**src/rtl/mem_write_monitor_pkg.sv**
```systemverilog
// mem_write_monitor_pkg: FSM state and failure-code types shared by the store monitor.
package mem_write_monitor_pkg;
    typedef enum logic [1:0] {IDLE, ARMED, PASS, FAIL} state_t;
    typedef enum logic [1:0] {NONE = 2'd0, DATA_MISMATCH = 2'd1, TIMEOUT = 2'd2} fail_code_t;
endpackage

```
**src/rtl/mem_write_monitor_match_sel.sv**
```systemverilog
// mwm_match_sel: picks the lowest full-match entry and flags any address-only hit.
module mwm_match_sel #(
    parameter int NUM_CHECKS = 4
) (
    input  logic [NUM_CHECKS-1:0] hit,
    input  logic [NUM_CHECKS-1:0] addr_hit,
    output logic [NUM_CHECKS-1:0] first,
    output logic                  any_hit,
    output logic                  any_addr
);
    assign first    = hit & (~hit + NUM_CHECKS'(1));
    assign any_hit  = |hit;
    assign any_addr = |addr_hit;
endmodule

```
**src/rtl/mem_write_monitor.sv**
```systemverilog
// mem_write_monitor: checks observed stores against a programmed table of expected stores.
module mem_write_monitor
    import mem_write_monitor_pkg::*;
#(
    parameter int NUM_CHECKS     = 4,
    parameter int ADDR_W         = 32,
    parameter int DATA_W         = 32,
    parameter int TIMEOUT_CYCLES = 1024,
    parameter int ORDERED        = 1,
    localparam int IW = NUM_CHECKS > 1 ? $clog2(NUM_CHECKS) : 1,
    localparam int CW = $clog2(NUM_CHECKS + 1)
) (
    input  logic              clk,
    input  logic              reset,
    input  logic              cfg_we,
    input  logic [IW-1:0]     cfg_idx,
    input  logic [ADDR_W-1:0] cfg_addr,
    input  logic [DATA_W-1:0] cfg_data,
    input  logic              start,
    input  logic              clear,
    input  logic              mem_write,
    input  logic [ADDR_W-1:0] data_adr,
    input  logic [DATA_W-1:0] write_data,
    output logic              armed,
    output logic              pass,
    output logic              fail,
    output logic [1:0]        fail_code,
    output logic [CW-1:0]     match_count
);
    localparam int TW = TIMEOUT_CYCLES > 1 ? $clog2(TIMEOUT_CYCLES) : 1;
    state_t            state;
    fail_code_t        code_q;
    logic [ADDR_W-1:0] exp_addr [NUM_CHECKS];
    logic [DATA_W-1:0] exp_data [NUM_CHECKS];
    logic [NUM_CHECKS-1:0] mask, elig, hit, addr_hit, first;
    logic [TW-1:0]     tcnt;
    logic              any_hit, any_addr, done, tmo, mismatch;
    // In ordered mode only the entry at the pointer (match_count) is eligible,
    // so both modes share the same hit/mismatch decision.
    always_comb begin
        elig     = '0;
        addr_hit = '0;
        hit      = '0;
        for (int i = 0; i < NUM_CHECKS; i++) begin
            elig[i]     = ORDERED != 0 ? match_count == CW'(i) : !mask[i];
            addr_hit[i] = elig[i] && data_adr == exp_addr[i];
            hit[i]      = addr_hit[i] && write_data == exp_data[i];
        end
    end
    mwm_match_sel #(.NUM_CHECKS(NUM_CHECKS)) u_sel (
        .hit(hit),
        .addr_hit(addr_hit),
        .first(first),
        .any_hit(any_hit),
        .any_addr(any_addr)
    );
    assign done      = mem_write && any_hit && match_count == CW'(NUM_CHECKS - 1);
    assign mismatch  = mem_write && any_addr && !any_hit;
    assign tmo       = tcnt == TW'(TIMEOUT_CYCLES - 1);
    assign armed     = state == ARMED;
    assign pass      = state == PASS;
    assign fail      = state == FAIL;
    assign fail_code = code_q;
    always_ff @(posedge clk or negedge reset) begin
        if (!reset) begin
            for (int i = 0; i < NUM_CHECKS; i++) begin
                exp_addr[i] <= '0;
                exp_data[i] <= '0;
            end
        end else if (cfg_we && state == IDLE) begin
            for (int i = 0; i < NUM_CHECKS; i++) begin
                if (cfg_idx == IW'(i)) begin
                    exp_addr[i] <= cfg_addr;
                    exp_data[i] <= cfg_data;
                end
            end
        end
    end
    always_ff @(posedge clk or negedge reset) begin
        if (!reset) begin
            state       <= IDLE;
            code_q      <= NONE;
            match_count <= '0;
            mask        <= '0;
            tcnt        <= '0;
        end else begin
            case (state)
                IDLE: if (start) begin
                    state       <= ARMED;
                    code_q      <= NONE;
                    match_count <= '0;
                    mask        <= '0;
                    tcnt        <= '0;
                end
                ARMED: begin
                    tcnt <= tmo ? tcnt : tcnt + TW'(1);
                    if (mem_write && any_hit) begin
                        match_count <= match_count + CW'(1);
                        mask        <= mask | first;
                    end
                    if (done) state <= PASS;
                    else if (mismatch) begin
                        state  <= FAIL;
                        code_q <= DATA_MISMATCH;
                    end else if (tmo) begin
                        state  <= FAIL;
                        code_q <= TIMEOUT;
                    end
                end
                default: if (clear) state <= IDLE;
            endcase
        end
    end
endmodule

```
**config.mk**
```make
export PLATFORM = sky130hd
export DESIGN_NAME = mem_write_monitor
export DESIGN_NICKNAME = d
export VERILOG_FILES = /design/src/rtl/mem_write_monitor_pkg.sv /design/src/rtl/mem_write_monitor_match_sel.sv /design/src/rtl/mem_write_monitor.sv
export SDC_FILE = /design/constraint.sdc
export NUM_CORES = 1
export LEC_CHECK = 0
export ABC_AREA = 1
export ABC_CLOCK_PERIOD_IN_PS = 2500
export BUFFER_PORTS_ARGS = -buffer_cell sky130_fd_sc_hd__buf_2
export CORE_ASPECT_RATIO = 0.5
export CORE_MARGIN = 4
export CORE_UTILIZATION = 60
export DETAILED_ROUTE_END_ITERATION = 7
export HOLD_SLACK_MARGIN = 0.12
export PLACE_DENSITY = 0.79
export RECOVER_POWER = 100
export SYNTH_ARGS = -nofsm -noshare
export SYNTH_HDL_FRONTEND = slang
export SYNTH_SLANG_ARGS = --single-unit
```
**constraint.sdc**
```tcl
create_clock -name clk -period 2.5 [get_ports clk]
set_input_delay 0.5 -clock clk [delete_from_list [all_inputs] [get_ports clk]]
set_output_delay 0.5 -clock clk [all_outputs]
set_load 0.02 [all_outputs]
```
==> summary.txt <==
Logic synthesis
  • Top-area cell type share of the netlist area: 42.81%
  • Ranking of synthesized cells by area: dfrtp_1, nand2_1, o21ai_0
  • Count of cell types in the netlist: 30
  • Sequential share of the synthesized area: 42.81%
  • Syn_nets: 2520
  • Post-synthesis area per instance: 6.711 sq um
  • Synth Warn #: 0
  • Yosys top cell by area: dfrtp_1
  • Seq cells post-synth: 273
  • Mapped Area: 0.01596 sq mm
  • Mapped Cells: 2378

Worst setup path
  • CP Launch Type: flop
  • CP arrival: 2.77 ns
  • Crit path max-delay family: simple AND/OR/NAND/NOR gates
  • Worst path bufs/invs: 3
  • FF-to-FF setup slack: 0.21 ns
  • R2R depth: 16
  • CP endpoint kind: flop
  • Slowest-stage cell, CP: dfrtp_1
  • WS Path Type: reg -> reg
  • CP most frequent cell: nand3_1
  • Worst r2r dst: match_count[1]$_DFFE_PN0P_
  • Crit path largest cell delay: 0.42 ns
  • CP Cell Sequence: inv_1 -> ha_1 -> inv_1 -> nor2_1 -> nand3_1 -> nor2_1 -> nand3_1 -> nor2_2 -> nand2_1 -> nand2_2 -> inv_2 -> nand2_4 -> nand3_2 -> nand2_4 -> nand3_1 -> o21ai_1
  • Highest fanout seen on the critical path: 6
  • Worst Path Required: 2.98 ns
  • Critical R2R Launch: match_count[0]$_DFFE_PN0P_

STA
  • Max-slew violations: 60
  • Clock Skew: 0.02911 ns
  • TNS Setup: 0 ns
  • Final Critical Period: 2.291 ns
  • Final hold violation count: 0
  • Unrepaired setup endpoints after global routing: no
  • Max Fclk: 436.5 MHz
  • Fin crit share: 91.65%
  • Worst slew pin tran: 1.609 ns
  • Headroom to the max-slew limit: -7.279%
  • Setup Viol. Count Final: 0
  • Final worst slack: 0.2089 ns

Clocking
  • Total CTS buffers: 25
  • Post-cts resize count: 0
  • CTS root buffer: clkbuf_16
  • Worst-path clk slew: 0.07 ns
  • CTS Buffer Depth: 3
  • CTS tree: done
  • H-tree depth: 1
  • CTS sink cnt: 273
  • Clock Latency Late Sink: 0.58 ns
  • # hold bufs at CTS: 1
  • Post-CTS Setup Repair Bufs: 0

Layout
  • Commonest non-fill, non-tap cell in the layout: nand2_1
  • NumNets Final: 2645
  • Area growth, synth to finish: 12.30%
  • Layout cells sized above 1: 10.03%
  • Fillers: 2237
  • Most frequent cells in the layout: nand2_1, inv_1, nor2_1, dfrtp_1, o21ai_0

Global route
  • Vias in the first global route: 13.90k
  • Initial antenna violation count: 1
  • Total GRT Usage: 31.14%
  • Grt ovf: 0
  • Largest net degree at the start of global routing: 63
  • First-pass GRT wire length: 72610 um

Placement
  • RD Place Congestion: 1.102
  • PortBufs: 143
  • Place WS: 0.2393 ns
  • Post-DP HPWL: 34420 um

Power
  • Peak VDD IR: 0.0008000 V
  • P_leak: 9.983 nW
  • Total power: 19.78 mW
  • Power Dens Cells: 1104 mW/mm^2

Hold path
  • Hold Path Origin: clear
  • Hold depth: 4
  • Hold Crit Class: in -> reg
  • Worst Hold End: state[1]$_DFFE_PN0P_

Floorplan
  • Initial Util: 62.09%
  • Placeable Area: 0.02570 sq mm
  • Die Y: 123.3 um
  • IO Pins: 144
  • # rows: 41
  • Die Span X: 238.6 um
  • Die area: 0.02943 sq mm

Drt
  • DR vias: 15.00k
  • Routed Wire Length: 45480 um
  • Detailed Route Iter0 Violations: 1654
  • Routed len/inst: 15.86 um
  • Antenna Violating Nets Remaining: 0
  • DRC viols: 0
  • Pre-Repair DR Iteration Count: 7
  • Via density: 5.230

Outcome
  • Failing checks: max-capacitance violations, max-slew violations
  • Status: finished with violations

Run
  • Total of max-cap violations: 1
worst max path at each step:
stage | from | endpoint | cells past startpoint
2_1_floorplan | match_count[1]$_DFFE_PN0P_ | state[0]$_DFFE_PN0P_ | 17
3_3_place_gp | data_adr[0] | state[0]$_DFFE_PN0P_ | 19
3_5_place_dp | data_adr[0] | state[0]$_DFFE_PN0P_ | 19
4_1_cts | match_count[0]$_DFFE_PN0P_ | match_count[1]$_DFFE_PN0P_ | 16
5_1_grt | tcnt[0]$_DFFE_PN0P_ | tcnt[7]$_DFFE_PN0P_ | 16
6_report | match_count[0]$_DFFE_PN0P_ | match_count[1]$_DFFE_PN0P_ | 16
sequential cells by signal, summed over array words and instances (netlist names):
signal       cells
tcnt            10
state            2
fail_code        2
exp_data       128
match_count      3
exp_addr       128
per-stage QoR:
| step | hold slack, ns | util, % | instances | cell area (sq um) |
|---|---|---|---|---|
| floorplan | 0.2044 | - | 2378 | 15960 |
| global placement | 0.4523 | 66.86 | 2819 | 17180 |
| detailed placement | 0.4527 | 66.86 | 2819 | 17180 |
| CTS | 0.1857 | 70.30 | 2866 | 18070 |
| global route | 0.2318 | 69.73 | 2867 | 17920 |
| finish | 0.2062 | 69.73 | 2867 | 17920 |
power by group:
group,switching (mW),internal [mW]
clock,1.77,2.36
sequential,1.77,6.48
combinational,4.65,2.75
Yosys cell counts:
cell type	count
nand2_1	933
inv_1	301
dfrtp_1	273
nor2_1	272
o21ai_0	263
xor2_1	100
clkbuf_1	56
nand3_1	50
inv_2	33
xnor2_1	16
a21oi_1	10
and2_1	10
nor2_2	8
nand4_1	7
ha_1	6
nand2_2	6
nor3_1	6
buf_2	4
buf_4	4
clkbuf_2	4
o21ai_1	4
nand3_2	3
nand2_4	2
a31oi_1	1
buf_6	1
nand3b_1	1
nand4_2	1
nor2_4	1
o211ai_1	1
o32ai_1	1
layer usage:
metal,share of wire [%],track usage [%],vias up
met2,45,49.72,586
li1,-,-,7420
met4,2.8,8.367,0
met5,0,0,-
met1,43,43.67,6887
met3,9.0,6.753,102
cell type report:
type	instances	area [sq um]	area share, %
diodes	1	2.502	0.01396
clock buffers	38	734.5	4.098
clock inverters	8	141.4	0.7889
inverters	334	1254	6.996
multi-input cells	1702	7624	42.54
flip-flops and latches	273	6832	38.12
well taps	344	430.4	2.402
repair buffers	167	903.4	5.041
cells by family (layout without fill, tap and decap cells):
family          Yosys count  after routing  synth area share, %
fa+ha+maj                 6              6               0.4704
simple gates           1300           1300                31.84
other cells               0              1                    0
xor+xnor                116            116                6.367
buf+inv                 403            547                9.683
compound gates          280            280                8.829
flops                   273            273                42.81
tightest hold or removal path, delay by kind of cell:
family / cells / cell delay, ns
buffers and inverters: 2 / 0.13
AND/OR/NAND/NOR: 2 / 0.09
No activity file was read; power rests on OpenSTA's default activity.
